### src/rtl/fifo_param.sv
// Synchronous single-clock FIFO with occupancy flags and sticky error flags.
// Define FIFO_FWFT_EN for first-word-fall-through output; default is a registered read port.
module fifo_param #(
  parameter int WIDTH     = 8,
  parameter int DEPTH     = 8,
  parameter int AF_THRESH = DEPTH - 2,
  parameter int AE_THRESH = 2
) (
  input  logic                     clk,
  input  logic                     rst,
  input  logic                     wr_enb,
  input  logic                     rd_enb,
  input  logic [WIDTH-1:0]         data_in,
  output logic [WIDTH-1:0]         data_out,
  output logic                     full,
  output logic                     empty,
  output logic                     almost_full,
  output logic                     almost_empty,
  output logic [$clog2(DEPTH):0]   count,
  output logic                     overflow,
  output logic                     underflow
);

  localparam int AW = $clog2(DEPTH);
  localparam int CW = AW + 1;

  logic [CW-1:0]    wr_ptr_q, wr_ptr_d;
  logic [CW-1:0]    rd_ptr_q, rd_ptr_d;
  logic             overflow_q, overflow_d;
  logic             underflow_q, underflow_d;
  logic             wr_acc, rd_acc;
  logic [AW-1:0]    wr_idx, rd_idx;
  logic [WIDTH-1:0] mem_q [DEPTH];

  // Pointers carry one extra wrap bit, so their difference spans 0..DEPTH.
  assign count        = wr_ptr_q - rd_ptr_q;
  assign full         = (count == CW'(DEPTH));
  assign empty        = (count == '0);
  assign almost_full  = (count >= CW'(AF_THRESH));
  assign almost_empty = (count <= CW'(AE_THRESH));
  assign overflow     = overflow_q;
  assign underflow    = underflow_q;

  assign wr_idx = wr_ptr_q[AW-1:0];
  assign rd_idx = rd_ptr_q[AW-1:0];

  always_comb begin
    wr_acc      = wr_enb && !full;
    rd_acc      = rd_enb && !empty;
    wr_ptr_d    = wr_ptr_q;
    rd_ptr_d    = rd_ptr_q;
    overflow_d  = overflow_q | (wr_enb & full);
    underflow_d = underflow_q | (rd_enb & empty);
    if (wr_acc) wr_ptr_d = wr_ptr_q + CW'(1);
    if (rd_acc) rd_ptr_d = rd_ptr_q + CW'(1);
  end

  always_ff @(posedge clk or posedge rst) begin
    if (rst) begin
      wr_ptr_q    <= '0;
      rd_ptr_q    <= '0;
      overflow_q  <= 1'b0;
      underflow_q <= 1'b0;
    end else begin
      wr_ptr_q    <= wr_ptr_d;
      rd_ptr_q    <= rd_ptr_d;
      overflow_q  <= overflow_d;
      underflow_q <= underflow_d;
    end
  end

  // Storage is deliberately left out of reset; reset only empties the pointers.
  always_ff @(posedge clk) begin
    if (wr_acc) mem_q[wr_idx] <= data_in;
  end

`ifdef FIFO_FWFT_EN
  assign data_out = empty ? '0 : mem_q[rd_idx];
`else
  logic [WIDTH-1:0] data_out_q, data_out_d;

  always_comb begin
    data_out_d = data_out_q;
    if (rd_acc) data_out_d = mem_q[rd_idx];
  end

  always_ff @(posedge clk or posedge rst) begin
    if (rst) data_out_q <= '0;
    else     data_out_q <= data_out_d;
  end

  assign data_out = data_out_q;
`endif

endmodule
### config.mk
export PLATFORM = sky130hd
export DESIGN_NAME = fifo_param
export DESIGN_NICKNAME = d
export VERILOG_FILES = /design/src/rtl/fifo_param.sv
export SDC_FILE = /design/constraint.sdc
export NUM_CORES = 1
export LEC_CHECK = 0
export CAP_MARGIN = 20
export CORE_MARGIN = 8
export CORE_UTILIZATION = 55
export CTS_CLUSTER_DIAMETER = 200
export DETAILED_ROUTE_END_ITERATION = 10
export PLACE_DENSITY = 0.74
export SETUP_SLACK_MARGIN = 0.3
export SYNTH_ARGS = -nofsm -noshare
export SYNTH_HDL_FRONTEND = slang
export SYNTH_SLANG_ARGS = --single-unit
### constraint.sdc
create_clock -name clk -period 3.8 [get_ports clk]
set_input_delay 0.76 -clock clk [delete_from_list [all_inputs] [get_ports clk]]
set_output_delay 0.76 -clock clk [all_outputs]
set_load 0.02 [all_outputs]
==> impl_metrics.env <==
export IMPL_die_y_um=94.68
export IMPL_syn_cell_area_mm2=0.003405
export IMPL_leakage_nw=1.506
export IMPL_synthMuxAreaShare_pct=14.11
export IMPL_clkPwrFrac_pct=17.1
export IMPL_final_cell_mix="edfxtp_1 (64), nand2_1 (28), clkdlybuf4s50_1 (24), mux4_2 (16), dfrtp_1 (16)"
export IMPL_slew_violations=0
export IMPL_finalSetupViolCount=0
export IMPL_cts_hold_buffers=0
export IMPL_critPathSlowestCell="dfrtp_1"
export IMPL_grt_antenna_before_repair=0
export IMPL_instances_no_fill=321
export IMPL_rsz0062_at_grt="no"
export IMPL_startpoint="wr_ptr_q[2]$_DFFE_PP0P_"
export IMPL_core_area_mm2=0.005956
export IMPL_first_iter_violations=159
export IMPL_gp_congestion=0.8214
export IMPL_dr_pass1_iters=4
export IMPL_intPower_w=0.002369
export IMPL_drtAntennaViolNets=0
export IMPL_yosys_area_share_simple_pct=6.174
export IMPL_r2r_start="wr_ptr_q[2]$_DFFE_PP0P_"
export IMPL_start_util_pct=57.16
export IMPL_grt_overflow_total=0
export IMPL_diodes=0
export IMPL_fp_dieArea_mm2=0.008963
export IMPL_final_layout_size_suffix_gt1_share_pct=26.83
export IMPL_crit_chain="ha_1 > and3b_2 > o21ai_0 > and2_4 > inv_6 > a211oi_1 > dlygate4sd2_1"
export IMPL_fin_skew_ns=0.008017
export IMPL_vias=1866
export IMPL_ir_drop_v=0.0009495
export IMPL_ys_seq_area_share_pct=69.68
export IMPL_grt_pass1_vias=2054
export IMPL_synth_compound_area_share_pct=2.903
export IMPL_path_class="flip-flop to primary output"
export IMPL_syn_nets=213
export IMPL_crit_fanout=8
export IMPL_grt_max_degree=20
export IMPL_tns_ns=0
export IMPL_p_comb_share_pct=48.5
export IMPL_routed_wl_um=6552
export IMPL_end_kind="primary output"
export IMPL_fp_dieW_um=94.68
export IMPL_synthDistinctLibCells=35
export IMPL_cts_max_path_buffers=2
export IMPL_synthAdderAreaFrac_pct=2.426
export IMPL_clock_latency_ns=0.34
export IMPL_track_usage_pct=16.11
export IMPL_cp_required_ns=3.04
export IMPL_outcome="completed"
export IMPL_r2r_slack_ns=0.66
export IMPL_vias_per_cell=5.813
export IMPL_placement_io_buffers=29
export IMPL_area_growth_pct=19.26
export IMPL_ys_warn_count=0
export IMPL_crit_cells=7
export IMPL_multi_input_area_um2=953.4
export IMPL_final_net_count=259
export IMPL_hold_viol=0
export IMPL_clock_sinks=82
export IMPL_wl_per_cell_um=20.41
export IMPL_holdCritPathClass="flip-flop to flip-flop"
export IMPL_startpoint_type="flip-flop"
export IMPL_slew_headroom_pct=32.12
export IMPL_swShare_pct=37.60
export IMPL_timing_final_crit_period_ns=3.336
export IMPL_p_sw_w=0.001428
export IMPL_ys_ff_latch=82
export IMPL_core_rowCount=28
export IMPL_path_clk_slew_ns=0.09
export IMPL_root_buffer="clkbuf_8"
export IMPL_cp_num_buf_inv=2
export IMPL_cpPeakStageDelay_ns=0.49
export IMPL_cp_arrival_ns=2.58
export IMPL_drc=0
export IMPL_worstReg2RegEnd="mem_q[3][4]$_DFFE_PP_"
export IMPL_final_common_cell="edfxtp_1"
export IMPL_place_inst=303
export IMPL_nFillCells=424
export IMPL_dp_hpwl_um=4341
export IMPL_tightest_slew_ns=1.009
export IMPL_ff_latch_area_mm2=0.002375
export IMPL_power_density_mw_per_mm2=935.2
export IMPL_synth_edf_count=64
export IMPL_crit_end="almost_empty"
export IMPL_yosys_area_share_xor_xnor_pct=2.058
export IMPL_cts_tree="yes"
export IMPL_reg2reg_depth=7
export IMPL_h_tree_depth=3
export IMPL_max_cap_violations=0
export IMPL_io_pins=30
export IMPL_synthCells=195
export IMPL_grt_pass1_wl_um=10480
export IMPL_fmax_mhz=299.7
export IMPL_synth_area_per_cell_um2=17.46
export IMPL_seqPwrFrac_pct=34.4
export IMPL_synth_async_reset_ratio_pct=21.95
export IMPL_cp_top_family="flip-flops"
export IMPL_synth_top_family_by_area="multiplexers"
export IMPL_synth_ff_type="edfxtp_1"
export IMPL_cts_buffers=9
export IMPL_final_period_utilization_pct=87.80
worst min path at each step:
stage                            startpoint                       to  slack (ns)  cells past startpoint
CTS                     underflow$_DFF_PP0_      underflow$_DFF_PP0_        0.47                      1
finish                  underflow$_DFF_PP0_      underflow$_DFF_PP0_        0.46                      1
global placement        underflow$_DFF_PP0_      underflow$_DFF_PP0_        0.44                      1
detailed placement      underflow$_DFF_PP0_      underflow$_DFF_PP0_        0.45                      1
floorplan           wr_ptr_q[3]$_DFFE_PP0P_  wr_ptr_q[3]$_DFFE_PP0P_        0.50                      1
global route             overflow$_DFF_PP0_       overflow$_DFF_PP0_        0.49                      1
power groups by stage:
stage	clock network [W]	registers (W)	logic, W
floorplan	0	0.00135	0.00118
global placement	0	0.00132	0.00178
detailed placement	0	0.00134	0.00184
CTS	0.000661	0.00131	0.00187
global route	0.000694	0.00133	0.00198
finish	0.000651	0.00131	0.00184
cell families after synthesis:
group           count (synthesis)
flops                          82
simple gates                   45
mux                            26
buf+inv                        16
compound gates                 12
xor+xnor                        8
fa+ha+maj                       6
registers in the layout, indices dropped and copies added, names as in the netlist:
register   flops
data_out       8
mem_q         64
overflow       1
rd_ptr_q       4
underflow      1
wr_ptr_q       4
routing by layer:
| layer | track usage [%] | wire (um) | up-vias |
|---|---|---|---|
| li1 | - | - | 829 |
| met1 | 18.21 | 2615 | 972 |
| met2 | 28.39 | 3464 | 53 |
| met3 | 3.889 | 341 | 12 |
| met4 | 7.022 | 131 | 0 |
| met5 | 0 | 0 | - |
cell usage after synthesis (all sizes together) (3+ instances only):
| master | count | area share, % |
|---|---|---|
| o21ai | 4 | 1.2 |
| nand2 | 28 | 3.1 |
| nor4 | 4 | 0.73 |
| edfxtp | 64 | 56 |
| xor2 | 4 | 1.0 |
| nor3 | 4 | 0.59 |
| buf | 3 | 0.48 |
| xnor2 | 4 | 1.0 |
| a21o | 3 | 0.70 |
| dfrtp | 18 | 13 |
| inv | 8 | 1.0 |
| mux2 | 10 | 3.5 |
| nor2 | 3 | 0.33 |
| mux4 | 16 | 11 |
| clkbuf | 4 | 1.0 |
| ha | 5 | 1.8 |
stage by stage:
stage | worst slack [ns] | hold WS [ns] | power [W] | cell area, um2 | utilization (%)
2_1_floorplan | 0.8072 | 0.4979 | 0.002533 | 3405 | -
3_3_place_gp | 0.4101 | 0.4442 | 0.003103 | 3820 | 64.14
3_5_place_dp | 0.2495 | 0.4471 | 0.003182 | 3820 | 64.14
4_1_cts | 0.1968 | 0.4659 | 0.003833 | 4058 | 68.13
5_1_grt | 0.3419 | 0.4898 | 0.004008 | 4060 | 68.17
6_report | 0.4637 | 0.4622 | 0.003797 | 4060 | 68.17
timing repair:
item | CTS | global route
pin swaps | 1 | 0
setup buffers | 2 | 0
gates cloned | 0 | 0
gates resized for setup | 8 | 1
setup endpoints to repair | 5 | 1
worst reg2reg max path, stage by stage, from the launching register on:
cell and delay, ns:
dfrtp_1 0.49, ha_1 0.40, and3b_2 0.23, o21ai_0 0.27, and2_4 0.25, o21ai_4 0.10
nor4_1 0.79, buf_4 0.31
cell type report:
class / count / area share (%)
repair buffers: 42 / 9.492
inverters: 9 / 0.9553
well taps: 75 / 2.311
clock inverters: 5 / 1.541
clock buffers: 11 / 3.729
flip-flops and latches: 82 / 58.49
multi-input cells: 97 / 23.48
(Power assumes the default switching activity.)
